$ cat src/rtl/rv32i_pkg.sv
`default_nettype none
// ============================================================================
//  Module      : rv32i_pkg
//  Description : Shared RV32I decode definitions: base opcode values,
//                immediate format enumeration, canonical NOP encoding and
//                small opcode classification helpers.
//  Revision    : 1.0 - initial release
// ============================================================================
package rv32i_pkg;

    // Base RV32I major opcodes (iw[6:0])
    localparam logic [6:0] LUI      = 7'b0110111;
    localparam logic [6:0] AUIPC    = 7'b0010111;
    localparam logic [6:0] JAL      = 7'b1101111;
    localparam logic [6:0] JALR     = 7'b1100111;
    localparam logic [6:0] BRANCH   = 7'b1100011;
    localparam logic [6:0] LOAD     = 7'b0000011;
    localparam logic [6:0] STORE    = 7'b0100011;
    localparam logic [6:0] OP_IMM   = 7'b0010011;
    localparam logic [6:0] OP       = 7'b0110011;
    localparam logic [6:0] MISC_MEM = 7'b0001111;
    localparam logic [6:0] SYSTEM   = 7'b1110011;

    // addi x0, x0, 0
    localparam logic [31:0] NOP_IW = 32'h00000013;

    typedef enum logic [2:0] {
        IMM_R = 3'd0,
        IMM_I = 3'd1,
        IMM_S = 3'd2,
        IMM_B = 3'd3,
        IMM_U = 3'd4,
        IMM_J = 3'd5
    } imm_fmt_t;

    // Opcode to immediate format. Unknown opcodes carry no immediate.
    function automatic imm_fmt_t imm_fmt(input logic [6:0] opc);
        imm_fmt_t fmt;
        case (opc)
            LUI, AUIPC:                          fmt = IMM_U;
            JAL:                                 fmt = IMM_J;
            JALR, LOAD, OP_IMM, MISC_MEM, SYSTEM: fmt = IMM_I;
            BRANCH:                              fmt = IMM_B;
            STORE:                               fmt = IMM_S;
            default:                             fmt = IMM_R;
        endcase
        return fmt;
    endfunction

    // True for any opcode belonging to the RV32I base set.
    function automatic logic opc_legal(input logic [6:0] opc);
        logic ok;
        case (opc)
            LUI, AUIPC, JAL, JALR, BRANCH, LOAD, STORE,
            OP_IMM, OP, MISC_MEM, SYSTEM: ok = 1'b1;
            default:                      ok = 1'b0;
        endcase
        return ok;
    endfunction

endpackage : rv32i_pkg
`default_nettype wire

$ cat src/rtl/rv32i_imm_gen.sv
`default_nettype none
// ============================================================================
//  Module      : rv32i_imm_gen
//  Description : Combinational RV32I immediate generator. Decodes the
//                immediate format from the opcode and assembles the
//                sign-extended immediate (B/J have bit0 = 0, U has the
//                low 12 bits clear, R-type and unknown opcodes give 0).
//  Ports       : iw_i  [31:0]     instruction word
//                imm_o [XLEN-1:0] sign-extended immediate
//  Revision    : 1.0 - initial release
// ============================================================================
module rv32i_imm_gen
    import rv32i_pkg::*;
#(
    parameter int XLEN = 32
) (
    input  logic [31:0]     iw_i,
    output logic [XLEN-1:0] imm_o
);

    imm_fmt_t    w_fmt;
    logic [31:0] w_imm32;

    assign w_fmt = imm_fmt(iw_i[6:0]);

    always_comb begin
        w_imm32 = 32'h0;
        case (w_fmt)
            IMM_I:   w_imm32 = {{20{iw_i[31]}}, iw_i[31:20]};
            IMM_S:   w_imm32 = {{20{iw_i[31]}}, iw_i[31:25], iw_i[11:7]};
            IMM_B:   w_imm32 = {{19{iw_i[31]}}, iw_i[31], iw_i[7],
                                iw_i[30:25], iw_i[11:8], 1'b0};
            IMM_U:   w_imm32 = {iw_i[31:12], 12'h000};
            IMM_J:   w_imm32 = {{11{iw_i[31]}}, iw_i[31], iw_i[19:12],
                                iw_i[20], iw_i[30:21], 1'b0};
            default: w_imm32 = 32'h0;
        endcase
    end

    // Bit 31 of the 32-bit immediate already equals the sign (or 0 for
    // R-type), so widening simply replicates it up to XLEN.
    assign imm_o = {{(XLEN-31){w_imm32[31]}}, w_imm32[30:0]};

endmodule : rv32i_imm_gen
`default_nettype wire

$ cat src/rtl/rv32i_id_stage.sv
`default_nettype none
// ============================================================================
//  Module      : rv32i_id_stage
//  Description : RV32I instruction decode stage with valid/ready handshake,
//                flush, write-back-enable decode, immediate generation and
//                RAW hazard detection against NUM_HAZ_STAGES in-flight
//                destinations (index 0 = youngest, EX).
//  Build macro : RV32I_ID_FORWARDING_EN - when defined, the youngest matching
//                stage with haz_fwd_ok set bypasses its result into the
//                operand instead of stalling. When undefined, haz_fwd_ok and
//                haz_wb_data are ignored and any match stalls.
//  Ports       : clk, reset (async, active-low)
//                in_valid/in_ready, iw_in, pc_in        - fetch side
//                rs1_reg/rs2_reg, rs1_data/rs2_data     - register file
//                haz_wb_en/haz_wb_reg/haz_fwd_ok/haz_wb_data - downstream
//                flush                                  - kill held+incoming
//                out_valid/out_ready, iw_out, pc_out, rs1_data_out,
//                rs2_data_out, imm_out, wb_reg_out, wb_en_out, illegal_out
//                                                       - execute side
//                stall_out                              - hazard stall
//  Revision    : 1.0 - initial release
// ============================================================================
module rv32i_id_stage
    import rv32i_pkg::*;
#(
    parameter int XLEN           = 32,
    parameter int NUM_HAZ_STAGES = 3
) (
    input  logic                             clk,
    input  logic                             reset,
    input  logic                             in_valid,
    output logic                             in_ready,
    input  logic [31:0]                      iw_in,
    input  logic [XLEN-1:0]                  pc_in,
    output logic [4:0]                       rs1_reg,
    output logic [4:0]                       rs2_reg,
    input  logic [XLEN-1:0]                  rs1_data,
    input  logic [XLEN-1:0]                  rs2_data,
    input  logic [NUM_HAZ_STAGES-1:0]        haz_wb_en,
    input  logic [5*NUM_HAZ_STAGES-1:0]      haz_wb_reg,
    input  logic [NUM_HAZ_STAGES-1:0]        haz_fwd_ok,
    input  logic [XLEN*NUM_HAZ_STAGES-1:0]   haz_wb_data,
    input  logic                             flush,
    output logic                             out_valid,
    input  logic                             out_ready,
    output logic [31:0]                      iw_out,
    output logic [XLEN-1:0]                  pc_out,
    output logic [XLEN-1:0]                  rs1_data_out,
    output logic [XLEN-1:0]                  rs2_data_out,
    output logic [XLEN-1:0]                  imm_out,
    output logic [4:0]                       wb_reg_out,
    output logic                             wb_en_out,
    output logic                             illegal_out,
    output logic                             stall_out
);

    localparam logic [4:0] c_X0 = 5'd0;

    // ------------------------------------------------------------------
    // Field extraction and opcode classification
    // ------------------------------------------------------------------
    logic [6:0]      w_opc;
    logic [4:0]      w_rd;
    logic            w_legal;
    logic            w_use_rs1;
    logic            w_use_rs2;
    logic            w_wb_en;
    logic [XLEN-1:0] w_imm;

    assign w_opc   = iw_in[6:0];
    assign w_rd    = iw_in[11:7];
    assign rs1_reg = iw_in[19:15];
    assign rs2_reg = iw_in[24:20];
    assign w_legal = opc_legal(w_opc);

    always_comb begin
        w_use_rs1 = 1'b1;
        w_use_rs2 = 1'b0;
        case (w_opc)
            LUI, AUIPC, JAL:   w_use_rs1 = 1'b0;
            OP, STORE, BRANCH: w_use_rs2 = 1'b1;
            default:           ;
        endcase
    end

    assign w_wb_en = w_legal && (w_opc != STORE) && (w_opc != BRANCH)
                     && (w_rd != c_X0);

    rv32i_imm_gen #(
        .XLEN (XLEN)
    ) u_imm_gen (
        .iw_i  (iw_in),
        .imm_o (w_imm)
    );

    // ------------------------------------------------------------------
    // Per-stage RAW match. x0 never creates a dependency.
    // ------------------------------------------------------------------
    logic [NUM_HAZ_STAGES-1:0] w_match_rs1;
    logic [NUM_HAZ_STAGES-1:0] w_match_rs2;

    generate
        for (genvar gi = 0; gi < NUM_HAZ_STAGES; gi++) begin : g_haz
            assign w_match_rs1[gi] = w_use_rs1 && (rs1_reg != c_X0) &&
                                     haz_wb_en[gi] &&
                                     (haz_wb_reg[5*gi +: 5] == rs1_reg);
            assign w_match_rs2[gi] = w_use_rs2 && (rs2_reg != c_X0) &&
                                     haz_wb_en[gi] &&
                                     (haz_wb_reg[5*gi +: 5] == rs2_reg);
        end
    endgenerate

    logic            w_stall_rs1;
    logic            w_stall_rs2;
    logic [XLEN-1:0] w_rs1_val;
    logic [XLEN-1:0] w_rs2_val;

`ifdef RV32I_ID_FORWARDING_EN
    // Walk from oldest to youngest so the youngest match is the one that
    // sticks; an older stage holds a stale value for the same register.
    always_comb begin
        w_stall_rs1 = 1'b0;
        w_stall_rs2 = 1'b0;
        w_rs1_val   = rs1_data;
        w_rs2_val   = rs2_data;
        for (int i = NUM_HAZ_STAGES - 1; i >= 0; i--) begin
            if (w_match_rs1[i]) begin
                w_stall_rs1 = ~haz_fwd_ok[i];
                w_rs1_val   = haz_wb_data[XLEN*i +: XLEN];
            end
            if (w_match_rs2[i]) begin
                w_stall_rs2 = ~haz_fwd_ok[i];
                w_rs2_val   = haz_wb_data[XLEN*i +: XLEN];
            end
        end
    end
`else
    logic w_unused_fwd;

    assign w_stall_rs1  = |w_match_rs1;
    assign w_stall_rs2  = |w_match_rs2;
    assign w_rs1_val    = rs1_data;
    assign w_rs2_val    = rs2_data;
    assign w_unused_fwd = ^{haz_fwd_ok, haz_wb_data};
`endif

    // ------------------------------------------------------------------
    // Handshake. Flush always accepts so the incoming word is consumed.
    // ------------------------------------------------------------------
    logic valid_q;
    logic valid_d;
    logic w_capture;

    assign stall_out = in_valid & (w_stall_rs1 | w_stall_rs2);
    assign in_ready  = flush | (~stall_out & (~valid_q | out_ready));
    assign w_capture = in_valid & in_ready & ~flush;

    // ------------------------------------------------------------------
    // Output bundle registers
    // ------------------------------------------------------------------
    logic [31:0]     iw_q,      iw_d;
    logic [XLEN-1:0] pc_q,      pc_d;
    logic [XLEN-1:0] rs1_q,     rs1_d;
    logic [XLEN-1:0] rs2_q,     rs2_d;
    logic [XLEN-1:0] imm_q,     imm_d;
    logic [4:0]      rd_q,      rd_d;
    logic            wb_en_q,   wb_en_d;
    logic            illegal_q, illegal_d;

    always_comb begin
        valid_d   = valid_q;
        iw_d      = iw_q;
        pc_d      = pc_q;
        rs1_d     = rs1_q;
        rs2_d     = rs2_q;
        imm_d     = imm_q;
        rd_d      = rd_q;
        wb_en_d   = wb_en_q;
        illegal_d = illegal_q;
        if (flush) begin
            // Killed bundle must not be able to retire a write.
            valid_d = 1'b0;
            wb_en_d = 1'b0;
        end else if (w_capture) begin
            valid_d   = 1'b1;
            iw_d      = iw_in;
            pc_d      = pc_in;
            rs1_d     = w_rs1_val;
            rs2_d     = w_rs2_val;
            imm_d     = w_imm;
            rd_d      = w_rd;
            wb_en_d   = w_wb_en;
            illegal_d = ~w_legal;
        end else if (valid_q && out_ready) begin
            // Drained with nothing behind it: bubble.
            valid_d = 1'b0;
        end
    end

    always_ff @(posedge clk or negedge reset) begin
        if (!reset) begin
            valid_q   <= 1'b0;
            iw_q      <= NOP_IW;
            pc_q      <= '0;
            rs1_q     <= '0;
            rs2_q     <= '0;
            imm_q     <= '0;
            rd_q      <= 5'd0;
            wb_en_q   <= 1'b0;
            illegal_q <= 1'b0;
        end else begin
            valid_q   <= valid_d;
            iw_q      <= iw_d;
            pc_q      <= pc_d;
            rs1_q     <= rs1_d;
            rs2_q     <= rs2_d;
            imm_q     <= imm_d;
            rd_q      <= rd_d;
            wb_en_q   <= wb_en_d;
            illegal_q <= illegal_d;
        end
    end

    assign out_valid    = valid_q;
    assign iw_out       = iw_q;
    assign pc_out       = pc_q;
    assign rs1_data_out = rs1_q;
    assign rs2_data_out = rs2_q;
    assign imm_out      = imm_q;
    assign wb_reg_out   = rd_q;
    assign wb_en_out    = wb_en_q;
    assign illegal_out  = illegal_q;

endmodule : rv32i_id_stage
`default_nettype wire

$ cat config.mk
export PLATFORM = sky130hd
export DESIGN_NAME = rv32i_id_stage
export DESIGN_NICKNAME = d
export VERILOG_FILES = /design/src/rtl/rv32i_pkg.sv /design/src/rtl/rv32i_imm_gen.sv /design/src/rtl/rv32i_id_stage.sv
export SDC_FILE = /design/constraint.sdc
export NUM_CORES = 1
export LEC_CHECK = 0
export BUFFER_PORTS_ARGS = -buffer_cell sky130_fd_sc_hd__buf_2
export CAP_MARGIN = 25
export CORE_AREA = 3 3 164 166
export CTS_CLUSTER_SIZE = 25
export DETAILED_ROUTE_END_ITERATION = 7
export DIE_AREA = 0 0 167 169
export PLACE_DENSITY = 0.72
export SYNTH_ARGS = -nofsm -noshare
export SYNTH_HDL_FRONTEND = slang
export SYNTH_HIERARCHICAL = 1
export SYNTH_SLANG_ARGS = --single-unit
$ cat constraint.sdc
create_clock -name clk -period 2.65 [get_ports clk]
set_clock_uncertainty 0.05 [all_clocks]
set_input_delay 0.795 -clock clk [delete_from_list [all_inputs] [get_ports clk]]
set_output_delay 0.795 -clock clk [all_outputs]
set_load 0.05 [all_outputs]
==> impl_metrics.toml, run 1 <==
[hold_path]
hp-class = "in2async"

[sta]
hold_viol = 0
slew_headroom = 0.4776
max_clock_freq_mhz = 318.4
layout_setup_ws_ns = -0.4907
finalSetupViolations = 163
timing.final.crit_period_ns = 3.141
fin_crit_sh = 1.185
report.final.slew_viol_count = 0
setup_tns_ns = -65.82
worstMarginPinSlew_ns = 0.7807
rsz0062_at_grt = "true"

[route]
met3_length_mm = 1.657
drc = 0
routed_wl_mm = 22.88
wl_met1_mm = 9.498
routedWlPerCell_um = 18.04
vias_per_cell = 4.569
num_vias = 5794
drt_iter0_markers = 266
wl_met2_mm = 11.52
dr.pass1.iters = 4
top_layer_used = "met4"
antenna_left = 0

[run_status]
status = "finished, violations left"
violations = "setup timing"

[finish]
n_fill_cell = 2385
antenna-diode-count = 0
final_common_cell = "buf_2"
final_cell_mix = "buf_2 (320), dfrtp_1 (160), mux2_4 (90)"
area_growth_pct = 43.25
layout-drive-gt1-share = 0.6817
fin_nets = 1170
layoutNonFillerInstCount = 1268

[critical_path]
critical_path_arrival_ns = 3.39
cp-end-kind = "register"
r2r_slack_ns = 0.67
startpoint_type = "primary input"
worstPathMaxFanout = 7
r2r-end = "imm_out[23]$_DFFE_PN0P_"
worstPathRequired_ns = 2.90
rr_startpoint = "out_valid$_DFFE_PN0P_"
reg2regPathDepth = 7
crit_type = "in2reg"
startpoint = "iw_in[24]"

[power]
power.density_nw_per_um2 = 800.2
internal_power_mw = 5.252
ir_worst_vdd_mv = 0.4526
power_switching_share = 0.4112
sequentialPowerShare = 0.352
power_mw = 8.919
p_sw_mw = 3.668
comb_power_share = 0.374
power_leakage_nw = 5.525
pwr-share-clk = 0.274

[floorplanning]
fp.coreArea_um2 = 25760
fp.dieArea_um2 = 28220
die_h_um = 169
initial_core_util = 0.3020
fp.dieW_um = 167
fp-row-count = 59
pin_count = 430

[global_routing]
grt_pass1_vias = 6124
grt_overflow = 0
grt_max_degree = 63
grtUsageTotal = 0.1594
grt_pass1_wl_mm = 35.20
antenna_found_initial = 0

[synth]
synth-main-ff-cell = "dfrtp_1"
netlist-cell-type-count = 53
yosys_warnings = 6
syn_area_per_cell_um2 = 14.60
ys_seq_elements = 163
synth-edff-count = 0
synthesis.area_um2 = 7781
synthCells = 533
async_flop_share = 1.000
synth_nets = 783
ys_seq_area_frac = 0.5247

[place]
io_buffers = 330
place_congestion = 0.8465
dpl.cell_count = 1218
place_hpwl_mm = 16.35

[job]
drv_cap = 0

[cts]
clkSlewWorstSetupHoldPaths_ns = 0.07
cts_tree = "yes"
clk_path_buf_depth = 2
clkSinkCount = 163
htree_num_levels = 4
cts_root_buf = "clkbuf_16"
numCtsBuffers = 17
clock_latency_ns = 0.41
==> metrics by stage <==
step / hold WS [ns] / worst slack (ns) / util / area, µm²
2_1_floorplan: 0.4494 / -0.2679 / - / 7799
3_3_place_gp: 0.4340 / -0.6523 / 0.3887 / 10010
3_5_place_dp: 0.4392 / -0.6520 / 0.3887 / 10010
4_1_cts: 0.2484 / -0.4881 / 0.4311 / 11110
5_1_grt: 0.2582 / -0.5921 / 0.4327 / 11150
6_report: 0.2513 / -0.4907 / 0.4327 / 11150
==> worst max-delay path, cell delays in order <==
cell and delay (ns):
buf_4 0.15, buf_4 0.15, or4_4 0.41, o21ai_2 0.20
o22ai_4 0.10, buf_4 0.13, buf_4 0.14, nor4b_4 0.32
buf_6 0.19, buf_12 0.11, buf_16 0.13, bufbuf_16 0.27
mux2_4 0.29
==> Yosys cell counts, drive strengths merged (2+ instances only) <==
cell / count / share of area
and4bb: 2 / 0.0032
a21oi: 18 / 0.012
o21ai: 33 / 0.025
nand2: 5 / 0.0024
buf: 39 / 0.056
mux2: 160 / 0.27
a22o: 4 / 0.0045
dfrtp: 160 / 0.51
xor2: 24 / 0.027
nor2b: 2 / 0.0016
nor4: 7 / 0.0064
nand3: 9 / 0.0074
inv: 13 / 0.0063
dfstp: 3 / 0.010
nor3: 4 / 0.0026
o22ai: 3 / 0.0032
xnor2: 6 / 0.0068
or4: 2 / 0.0019
and3: 4 / 0.0032
nand4: 2 / 0.0016
nor2: 11 / 0.0053
==> power groups by stage <==
stage               sequential (mW)  clock [mW]  combinational, mW
floorplan                      4.68           0              0.868
global placement               3.16           0               3.20
detailed placement             3.18           0               3.23
CTS                            3.14        2.52               3.35
global route                   3.20        2.62               3.47
finish                         3.14        2.44               3.34
==> layer usage <==
metal	up-vias	global-route usage
met4	0	0.03336
met3	16	0.05021
met5	-	0
met1	2884	0.1977
met2	217	0.2748
li1	2677	-
==> how the worst max path moves through the flow <==
stage                                    endpoint  slack (ns)  cells after the start
after floorplan                          in_ready       -0.27                      7
after global placement                   in_ready       -0.65                      9
after detailed placement                 in_ready       -0.65                      9
after CTS                                in_ready       -0.49                      9
after global routing                     in_ready       -0.59                      9
final                     imm_out[23]$_DFFE_PN0P_       -0.49                     13
==> flip-flops by register name, summed over array words and instances, names as in the netlist <==
name / cells
rs2_data_out: 32
illegal_out: 1
imm_out: 32
pc_out: 32
rs1_data_out: 32
wb_en_out: 1
iw_out: 32
out_valid: 1
==> timing repair <==
item / in CTS / in global routing
buffers inserted: 11 / 0
setup endpoints to repair: 155 / 163
gates resized for setup: 39 / 7
cloned: 7 / 0
hold buffers: 0 / 0
pin swaps: 16 / 7
==> logic make-up (layout without fill, tap and decap cells) <==
kind of cell	count (synthesis)	count (layout)	synth area share
flops	163	163	0.5247
buf+inv	53	453	0.06303
compound gates	69	69	0.05693
xor+xnor	30	30	0.03377
simple gates	57	57	0.04583
mux	161	161	0.2758
==> final cells by class <==
type,count,area [µm²],area share
Sequential cell,163,4083,0.3663
Inverter,13,52.55,0.004714
Clock inverter,15,162.7,0.01459
Multi-Input combinational cell,317,3316,0.2975
Timing Repair Buffer,408,2689,0.2412
Clock buffer,17,425.4,0.03816
Tap cell,335,419.2,0.03760
No activity file was read; power rests on OpenSTA's default activity.
==> run 2, diff against run 1 <==
--- a/config.mk
+++ b/config.mk
@@ -5,12 +5,13 @@
 export SDC_FILE = /design/constraint.sdc
 export NUM_CORES = 1
 export LEC_CHECK = 0
-export BUFFER_PORTS_ARGS = -buffer_cell sky130_fd_sc_hd__buf_2
+export BUFFER_PORTS_ARGS = -buffer_cell sky130_fd_sc_hd__clkbuf_2
 export CAP_MARGIN = 25
 export CORE_AREA = 3 3 164 166
 export CTS_CLUSTER_SIZE = 25
 export DETAILED_ROUTE_END_ITERATION = 7
 export DIE_AREA = 0 0 167 169
+export MAX_ROUTING_LAYER = met4
 export PLACE_DENSITY = 0.72
 export SYNTH_ARGS = -nofsm -noshare
 export SYNTH_HDL_FRONTEND = slang
==> impl_metrics.toml, run 2 (synthesized netlist as in run 1, its figures left out) <==
[run_status]
status = "finished, violations left"
violations = "setup timing"

[route]
routed_wl_mm = 23.67
num_vias = 5835
drc = 0
routedWlPerCell_um = 18.53
drt_iter0_markers = 283
dr.pass1.iters = 6
antenna_left = 0
vias_per_cell = 4.569

[floorplanning]
fp.coreArea_um2 = 25760
fp-row-count = 59
initial_core_util = 0.3020
die_h_um = 169
fp.dieArea_um2 = 28220
pin_count = 430
fp.dieW_um = 167

[global_routing]
antenna_found_initial = 0
grt_max_degree = 64
grtUsageTotal = 0.1673
grt_overflow = 0
grt_pass1_vias = 6283
grt_pass1_wl_mm = 36.02

[finish]
final_cell_mix = "clkbuf_2 (317), dfrtp_1 (160), mux2_4 (159)"
layoutNonFillerInstCount = 1277
antenna-diode-count = 0
layout-drive-gt1-share = 0.6847
area_growth_pct = 50.49
fin_nets = 1179
final_common_cell = "clkbuf_2"
n_fill_cell = 2300

[critical_path]
worstPathRequired_ns = 1.81
startpoint_type = "primary input"
path_delay_family = "simple AND/OR/NAND/NOR gates"
critical_path_arrival_ns = 2.30
max_stage_delay_ns = 0.31
worstPathCellList = "buf_8, xor2_2, nor4_2, nand3_1, and3_4, o22ai_4, nand2_2, a21o_4, clkbuf_16"
crit_slowest_cell = "nor4_2"
crit_type = "in2out"
worstPathMaxFanout = 4
cp.depth = 9
reg2regPathDepth = 7
cp-end-kind = "output pin"
critPathBufInv = 2

[place]
dp_slack_ns = -0.7249
place_hpwl_mm = 16.24
dpl.cell_count = 1219
io_buffers = 330
place_congestion = 0.8689

[cts]
cts_tree = "yes"
cts_root_buf = "clkbuf_16"
numCtsBuffers = 17
clock_latency_ns = 0.41
clkSinkCount = 163
clkSlewWorstSetupHoldPaths_ns = 0.07
htree_num_levels = 4
postCtsHoldBufs = 0
clk_path_buf_depth = 2

[power]
power_mw = 9.210
ir_worst_vdd_mv = 0.5529
power.density_nw_per_um2 = 786.5
power_leakage_nw = 5.895

[hold_path]
hp-class = "in2async"

[sta]
slew_headroom = 0.5465
holdWs_ns = 0.2676
hold_viol = 0
fin_crit_sh = 1.187
finalSetupViolations = 163
layout_setup_ws_ns = -0.4969
max_clock_freq_mhz = 317.8
worstMarginPinSlew_ns = 0.6778
timing.final.crit_period_ns = 3.147
rsz0062_at_grt = "true"
report.final.slew_viol_count = 0

[job]
drv_cap = 0
-- run 2: cell count changes in the layout (fill, tap and decap cells not counted), moves of 11 or more --
cell / previous run / this run
mux2_2: 70 / 1
mux2_4: 90 / 159
buf_4: 52 / 37
buf_8: 4 / 15
buf_2: 320 / 0
clkbuf_2: 0 / 317
-- run 2: area by class of cell --
class | instances | area, µm² | share of cell area
flip-flops and latches | 163 | 4083 | 0.3486
inverters | 13 | 52.55 | 0.004488
clock buffers | 17 | 425.4 | 0.03633
multi-input cells | 317 | 3590 | 0.3065
clock inverters | 15 | 160.2 | 0.01368
well taps | 335 | 419.2 | 0.03579
repair buffers | 417 | 2980 | 0.2545
-- run 2: final timing paths --
check | endpoint | from | slack (ns)
setup / recovery | in_ready | iw_in[15] | -0.50
hold / removal | rs1_data_out[18]$_DFFE_PN0P_ | reset | 0.27
setup reg to reg | rs2_data_out[16]$_DFFE_PN0P_ | out_valid$_DFFE_PN0P_ | 0.77
hold reg to reg | rs1_data_out[22]$_DFFE_PN0P_ | rs1_data_out[22]$_DFFE_PN0P_ | 0.46
max in group asynchronous | imm_out[6]$_DFFE_PN0P_ | reset | 1.57
min in group clk | rs1_data_out[22]$_DFFE_PN0P_ | rs1_data_out[22]$_DFFE_PN0P_ | 0.46
-- run 2: timing repair --
action,in CTS,in global routing
buffers inserted,23,5
gates cloned,11,2
resized for setup,154,29
pin swaps,22,16
setup endpoints to repair,159,163
-- run 2: metrics by stage --
step           instance area [µm²]  setup TNS (ns)  utilization
2_1_floorplan                 7799          -11.24            -
3_3_place_gp                 10030          -97.99       0.3892
3_5_place_dp                 10040         -101.44       0.3896
4_1_cts                      11800          -70.10       0.4582
5_1_grt                      11710          -62.92       0.4545
6_report                     11710          -54.98       0.4545
-- run 2: metal layers --
layer,up-vias,GRT usage,wire length (µm)
li1,2675,-,-
met1,2910,0.2137,10260
met2,229,0.2764,11790
met3,21,0.03526,1322
met4,0,0.03659,292
met5,-,-,0
-- run 2: power breakdown --
part | internal, mW | switching (mW) | total (mW)
clock | 1.35 | 1.16 | 2.50
combinational | 1.22 | 2.32 | 3.54
sequential | 2.92 | 0.255 | 3.17
total | 5.48 | 3.73 | 9.21
